<file path="src/rtl/dot_update_queue.sv">
// dot_update_queue: buffers processor dot writes and replays them to the VGA update port at frame starts.
// Each X then Y strobe is held HOLD clk cycles so the slower pixel clock always samples it.
module dot_update_queue #(
    parameter int DEPTH         = 16,
    parameter int ID_W          = 4,
    parameter int HOLD          = 4,
    parameter int MAX_PER_FRAME = 16
) (
    input  logic                     clk,
    input  logic                     reset,
    input  logic                     proc_wEn,
    input  logic [31:0]              proc_dotID,
    input  logic [9:0]               proc_dotX,
    input  logic [8:0]               proc_dotY,
    output logic                     full,
    output logic [$clog2(DEPTH):0]   count,
    output logic                     overflow,
    input  logic                     screenEnd,
    output logic                     busy,
    output logic                     dotWren,
    output logic                     is_Yloc,
    output logic [31:0]              dotID,
    output logic [31:0]              dotLoc
);
    localparam int AW = $clog2(DEPTH);
    localparam int EW = ID_W + 19;
    localparam int HW = $clog2(HOLD + 1);
    localparam int SW = $clog2(MAX_PER_FRAME + 1);
    typedef enum logic [1:0] {IDLE, SEND_X, SEND_Y} state_t;
    state_t state, state_n;
    logic [EW-1:0] mem [DEPTH];
    logic [EW-1:0] tail, cur, cur_n;
    logic [AW-1:0] wr_ptr, rd_ptr;
    logic [AW:0] count_n;
    logic [HW-1:0] hold_cnt, hold_n;
    logic [SW-1:0] sent, sent_n;
    logic push, pop, se_q, frame_start, hold_done;
    logic wren_n, yloc_n;
    logic [31:0] id_n, loc_n;
    logic unused_id;
    assign unused_id   = ^proc_dotID[31:ID_W];
    assign push        = proc_wEn && !full;
    assign frame_start = screenEnd & ~se_q;
    assign hold_done   = hold_cnt == HW'(HOLD - 1);
    assign tail        = mem[rd_ptr];
    assign count_n     = count + (AW+1)'(push) - (AW+1)'(pop);
    always_ff @(posedge clk) begin
        if (push) mem[wr_ptr] <= {proc_dotID[ID_W-1:0], proc_dotX, proc_dotY};
    end
    always_ff @(posedge clk or posedge reset) begin
        if (reset) begin
            wr_ptr   <= '0;
            rd_ptr   <= '0;
            count    <= '0;
            full     <= 1'b0;
            overflow <= 1'b0;
            se_q     <= 1'b0;
        end else begin
            wr_ptr   <= wr_ptr + AW'(push);
            rd_ptr   <= rd_ptr + AW'(pop);
            count    <= count_n;
            full     <= count_n == (AW+1)'(DEPTH);
            overflow <= overflow | (proc_wEn & full);
            se_q     <= screenEnd;
        end
    end
    // State register; the output registers are loaded from their next values so they only move on transitions
    always_ff @(posedge clk or posedge reset) begin
        if (reset) begin
            state    <= IDLE;
            hold_cnt <= '0;
            sent     <= '0;
            cur      <= '0;
            busy     <= 1'b0;
            dotWren  <= 1'b0;
            is_Yloc  <= 1'b0;
            dotID    <= '0;
            dotLoc   <= '0;
        end else begin
            state    <= state_n;
            hold_cnt <= hold_n;
            sent     <= sent_n;
            cur      <= cur_n;
            busy     <= wren_n;
            dotWren  <= wren_n;
            is_Yloc  <= yloc_n;
            dotID    <= id_n;
            dotLoc   <= loc_n;
        end
    end
    always_comb begin
        state_n = state;
        pop     = 1'b0;
        case (state)
            IDLE:    if (frame_start && count != '0) begin
                         state_n = SEND_X;
                         pop     = 1'b1;
                     end
            SEND_X:  if (hold_done) state_n = SEND_Y;
            SEND_Y:  if (hold_done) begin
                         if (count != '0 && sent < SW'(MAX_PER_FRAME)) begin
                             state_n = SEND_X;
                             pop     = 1'b1;
                         end else begin
                             state_n = IDLE;
                         end
                     end
            default: state_n = IDLE;
        endcase
    end
    always_comb begin
        hold_n = (state_n != state || state == IDLE) ? '0 : hold_cnt + HW'(1);
        sent_n = !pop ? sent : (state == IDLE ? SW'(1) : sent + SW'(1));
        cur_n  = pop ? tail : cur;
        wren_n = state_n != IDLE;
        yloc_n = state_n == SEND_Y;
        id_n   = wren_n ? 32'(cur_n[EW-1:19]) : '0;
        loc_n  = state_n == SEND_X ? 32'(cur_n[18:9]) : (yloc_n ? 32'(cur_n[8:0]) : '0);
    end
endmodule
</file>
<file path="config.mk">
export PLATFORM = sky130hd
export DESIGN_NAME = dot_update_queue
export DESIGN_NICKNAME = d
export VERILOG_FILES = /design/src/rtl/dot_update_queue.sv
export SDC_FILE = /design/constraint.sdc
export NUM_CORES = 1
export LEC_CHECK = 0
export CAP_MARGIN = 20
export CORE_ASPECT_RATIO = 1.25
export CORE_UTILIZATION = 36
export DETAILED_ROUTE_END_ITERATION = 10
export PLACE_DENSITY = 0.62
export SETUP_SLACK_MARGIN = 0.1
export SYNTH_ARGS = -nofsm -noshare
export SYNTH_HDL_FRONTEND = slang
export SYNTH_SLANG_ARGS = --single-unit
</file>
<file path="constraint.sdc">
create_clock -name clk -period 5.1 [get_ports clk]
set_input_delay 1.02 -clock clk [delete_from_list [all_inputs] [get_ports clk]]
set_output_delay 1.02 -clock clk [all_outputs]
set_load 0.05 [all_outputs]
</file>
# After elaboration in Yosys (flattened, before gate mapping)
# Memories as Yosys holds them, arrays and structs flattened.
# Cells that the tools add are included.
[totals]
wordCells = 58
output_inout_bits = 74
mem_bits_rw = 368
input_bits = 55
n_memories = 1
regBits = 115
[mem_list]
columns = ["memory", "words", "word_bits", "read_ports", "rd_ports_with_merged_regs", "wr", "line_no", "text"]
rows = [
  ["mem", 16, 23, 1, 0, 1, "31", "logic [EW-1:0] mem [DEPTH];"],
]
[op_classes]
n_eq_ne = 7
magnitude_cmp = 1
n_addsub = 6
reduce_logical = 8
n_mux = 17
bitwise_logic = 4
[ops]
columns = ["cell", "n"]
rows = [
  ["two-way mux 23 bit", 1],
  ["two-way mux 10 bit", 1],
  ["two-way mux 9 bit", 1],
  ["adder 4 x 1 -> 4 bit", 2],
  ["two-way mux 1 bit", 6],
  ["two-way mux 2 bit", 3],
  ["one-hot mux 2 bit (3 select lines)", 1],
  ["adder 5 x 1 -> 5 bit", 1],
  ["adder 5 x 1 -> 5 bit (second input constant)", 1],
  ["equality test 5 bit (second input constant)", 1],
  ["less-than comparator 5 bit (second input constant)", 1],
  ["two-way mux 5 bit", 1],
  ["nonzero test 5 bit", 1],
  ["subtractor 5 x 1 -> 5 bit", 1],
  ["equality test 2 x 1 -> 1 bit (second input constant)", 2],
  ["equality test 2 bit (second input constant)", 2],
  ["two-way mux 4 bit", 1],
  ["adder 3 x 1 -> 3 bit (second input constant)", 1],
  ["equality test 3 x 2 -> 1 bit (second input constant)", 1],
  ["logical AND 1 bit", 3],
  ["two-way mux 3 bit", 1],
  ["bitwise AND 1 bit", 2],
  ["logical NOT 2 bit", 1],
  ["inequality test 2 bit", 1],
  ["6 further kinds", 6],
]

# Logic depth before layout (Yosys ltp)
[logic_depth]
ltp_word = 8
ltp_mapped = 14
mapped_depth_nobuf = 13

# Least setup slack after synthesis
# Ideal clock, no wire load.
[synth_path]
path_kind = "input-to-reg"
start = "input proc_wEn"
end = "memory mem[0][0] (netlist bit) (enable)"
required_time_ps = 4668
arrival_ps = 3098
setup_time_ps = 432
setup_slack_ps = 1570
n_path_buf = 0
path_stages = 3
cell_sequence = "nand2b_1 -> or3_1 -> nor3_1"
[synth_via]
elab_chain_cells = 3
[synth_lines]
columns = ["item", "line_no", "text"]
rows = [
  ["from (decl)", "11", "input logic proc_wEn,"],
  ["logical AND 1 bit", "42", "assign push = proc_wEn && !full;"],
  ["two-way mux 1 bit", "48", "if (push) mem[wr_ptr] <= {proc_dotID[ID_W-1:0], proc_dotX, proc_dotY};"],
  ["two-way mux 1 bit (not written as such)", "48", ""],
  ["to (decl)", "31", ""],
]
# No other way between the ends.

# Worst setup path in the final report
[layout_path]
start = "register count[2]"
end = "register full"
[layout_via]
elab_chain_cells = 7
elab_cells_between_ends = 10
cone_classes = "add/sub (2); eq/ne (1); mux (4); reduce/logical (3)"
[layout_lines]
columns = ["item", "line_no", "text"]
rows = [
  ["from (decl)", "16", "output logic [$clog2(DEPTH):0] count,"],
  ["from (signal assigned)", "61", "count <= count_n;"],
  ["nonzero test 5 bit", "95, 101", ""],
  ["logical AND 1 bit", "101", "if (count != '0 && sent < SW'(MAX_PER_FRAME)) begin"],
  ["two-way mux 1 bit", "101", ""],
  ["two-way mux 1 bit", "100", "SEND_Y: if (hold_done) begin"],
  ["one-hot mux 1 bit (2 select lines)", "94", "case (state)"],
  ["subtractor 5 x 1 -> 5 bit *", "46", "assign count_n = count + (AW+1)'(push) - (AW+1)'(pop);"],
  ["via count_n[4]", "34", "logic [AW:0] count_n;"],
  ["equality test 5 bit *", "62", "full <= count_n == (AW+1)'(DEPTH);"],
  ["to (signal assigned)", "62", ""],
  ["to (decl)", "15", "output logic full,"],
]
# The timed path passes the listed nets; every way through them passes the cells marked *.
# A chain may end at the register's enable or synchronous reset.

==> results.ini <==
[drt]
wl_per_cell_um = 21.89
via_count = 7991
route.detailed.drc = 0
dr.pass1.iters = 4
drt_wl_total_um = 34520
antenna_left = 0
drt_iter0_markers = 594
vias_per_cell = 5.067

[worst_setup_path]
critPathMaxFanout = 3
worst-setup-path-type = reg -> reg
arrival_ps = 3480
required_ps = 5530
end_kind = register
start_kind = register

[power_and_ir_drop]
clkPwrFrac_pct = 26.3
power_density_nw_per_um2 = 558.9
total_power_mw = 10.82
intPower_mw = 7.423
ir_drop_uv = 306.8
pwr-share-seq_pct = 45.5
combPwrFrac_pct = 28.2
power_switching_share_pct = 31.42
p_leak_nw = 6.456
power_switching_mw = 3.401

[final_layout]
drive_gt1_share_pct = 20.30
layout_commonest_cell = edfxtp_1
syn2layout_area_growth_pct = 14.09
nets = 987
layout_common_cells = edfxtp_1 (368), mux4_2 (89), dfrtp_1 (62), conb_1 (50), clkdlybuf4s50_1 (50)

[placed_design]
dp_slack_ps = 1518
place_hpwl_um = 19120
gp_congestion = 0.7437
io_buffers = 50

[logic_synthesis]
synth-edff-count = 368
synth_cell_types = 49
ys_seq_area_share_pct = 74.69
synth_ff_type = edfxtp_1
syn_inst = 848
netlist_area_um2 = 16970
async_flop_share_pct = 15.01
synth_seq_cells = 433
syn_area_per_cell_um2 = 20.01
yosysWarnings = 0

[clock_tree]
h-tree-depth = 2
clock_path_buffers = 3
path_clk_slew_ps = 60
clk-insertion-delay-late_ps = 540
numCtsBuffers = 41
cts_hold_buf = 0
cts_resized = 0
root_buffer = clkbuf_16
cts_tree = built
postCtsSetupRepairBufs = 0
clock_sinks = 433

[job]
cap_violations = 0

[die]
rows = 88
die-area_um2 = 48020
core_um2 = 46350
num_io_pins = 129
die_x_um = 196.2
start_util_pct = 36.61
die_y_um = 244.8

[sta]
period_needed_ps = 3051
setup_tns_ps = 0
rsz0062_at_grt = false
fin_ws_ps = 2049
relSlewSlack_pct = 25.23
max_freq_ghz = 0.3277
final_hold_viol_count = 0
drv_slew = 0
finalSetupViolCount = 0
hold_slack_ps = 433.1
worstMarginPinSlew_ps = 1117
skew_ps = 17.99
fin_crit_sh_pct = 59.83

[grt]
grt_pass1_wl_um = 52290
antenna_found_initial = 2
grt_pass1_vias = 8464
grt_overflow_total = 0
grt_max_degree = 53
track_usage_pct = 14.78

[min_path]
hold_path.class = reg -> reg

[status]
status = finished clean

[critical path, stage by stage, from the launching register on]
cell and delay [ps]:
dfrtp_1 400, inv_1 100, ha_1 180, or4b_1 540
o211ai_2 130, inv_2 50, ha_1 280, inv_1 40
ha_1 200, fa_1 440, a21oi_1 180, o21bai_1 90
xnor2_1 140, and3b_1 180
[path summary, 6_finish.rpt]
path | startpoint | end | slack, ps | cells after the start
min reg2reg | hold_cnt[0]$_DFF_PP0_ | hold_cnt[0]$_DFF_PP0_ | 430 | 1
max | count[2]$_DFF_PP0_ | full$_DFF_PP0_ | 2050 | 13
max in group asynchronous | reset | cur[7]$_DFF_PP0_ | 3300 | 3
min | hold_cnt[0]$_DFF_PP0_ | hold_cnt[0]$_DFF_PP0_ | 430 | 1
max reg2reg | count[2]$_DFF_PP0_ | full$_DFF_PP0_ | 2050 | 13
min in group asynchronous | reset | rd_ptr[0]$_DFF_PP0_ | 890 | 2
[logic make-up after synthesis]
group / after synthesis / share of synthesized area [%]
AOI/OAI and AO/OA: 101 / 4.069
xor gates and xnor gates: 8 / 0.4128
adders and majority gates: 14 / 1.076
buffers and inverters: 101 / 3.715
DFF: 433 / 74.69
muxes: 127 / 14.12
other: 1 / 0.02209
and+or+nand+nor: 63 / 1.887
[routing by layer]
metal | up-vias | part of all wire [%] | global-route usage [%]
met5 | - | 0.041 | 0
met4 | 2 | 2.6 | 4.825
met3 | 65 | 4.7 | 2.817
met2 | 256 | 50 | 25.79
met1 | 4205 | 42 | 18.45
li1 | 3463 | - | -
[layout make-up]
class,instances,area (um^2)
fillers,4034,26990
flip-flops and latches,433,12690
multi-input cells,363,3954
clock buffers,57,1116
well taps,630,788.3
repair buffers,65,650.6
clock inverters,14,112.6
inverters,14,52.55
diodes,1,2.502
[synthesized netlist by cell type (7+ instances only)]
cell,n,share of area [%]
edfxtp_1,368,65
mux4_2,89,12
dfrtp_1,65,9.6
buf_4,58,2.6
o22ai_1,31,1.1
mux2i_1,28,1.7
nor2_1,26,0.57
a21oi_1,22,0.65
a21o_1,15,0.66
buf_2,14,0.41
ha_1,13,0.96
inv_1,12,0.27
clkbuf_1,11,0.24
mux2_2,10,0.66
a221o_1,9,0.53
a211oi_1,7,0.31
nand2_1,7,0.15
[metrics by stage]
stage | util [%] | area (um^2) | cells
2_1_floorplan | - | 17160 | 897
3_3_place_gp | 39.08 | 18110 | 1504
3_5_place_dp | 39.08 | 18110 | 1504
4_1_cts | 41.73 | 19340 | 1575
5_1_grt | 41.78 | 19360 | 1577
6_report | 41.78 | 19360 | 1577
[power groups by stage]
stage          registers (mW)  logic [mW]  clock network [mW]
2_1_floorplan            4.93        2.22                   0
3_3_place_gp             4.99        3.06                   0
3_5_place_dp             5.01        3.09                   0
4_1_cts                  4.94        3.10                2.92
5_1_grt                  5.00        3.28                3.04
6_report                 4.92        3.05                2.85
[sequential cells by signal, summed over array words and instances (netlist names)]
signal	flops
is_Yloc	1
count	5
cur	23
dotLoc	10
mem	368
full	1
dotWren	1
sent	5
state	2
se_q	1
rd_ptr	4
hold_cnt	3
overflow	1
dotID	4
wr_ptr	4
No activity file was read; power rests on OpenSTA's default activity.
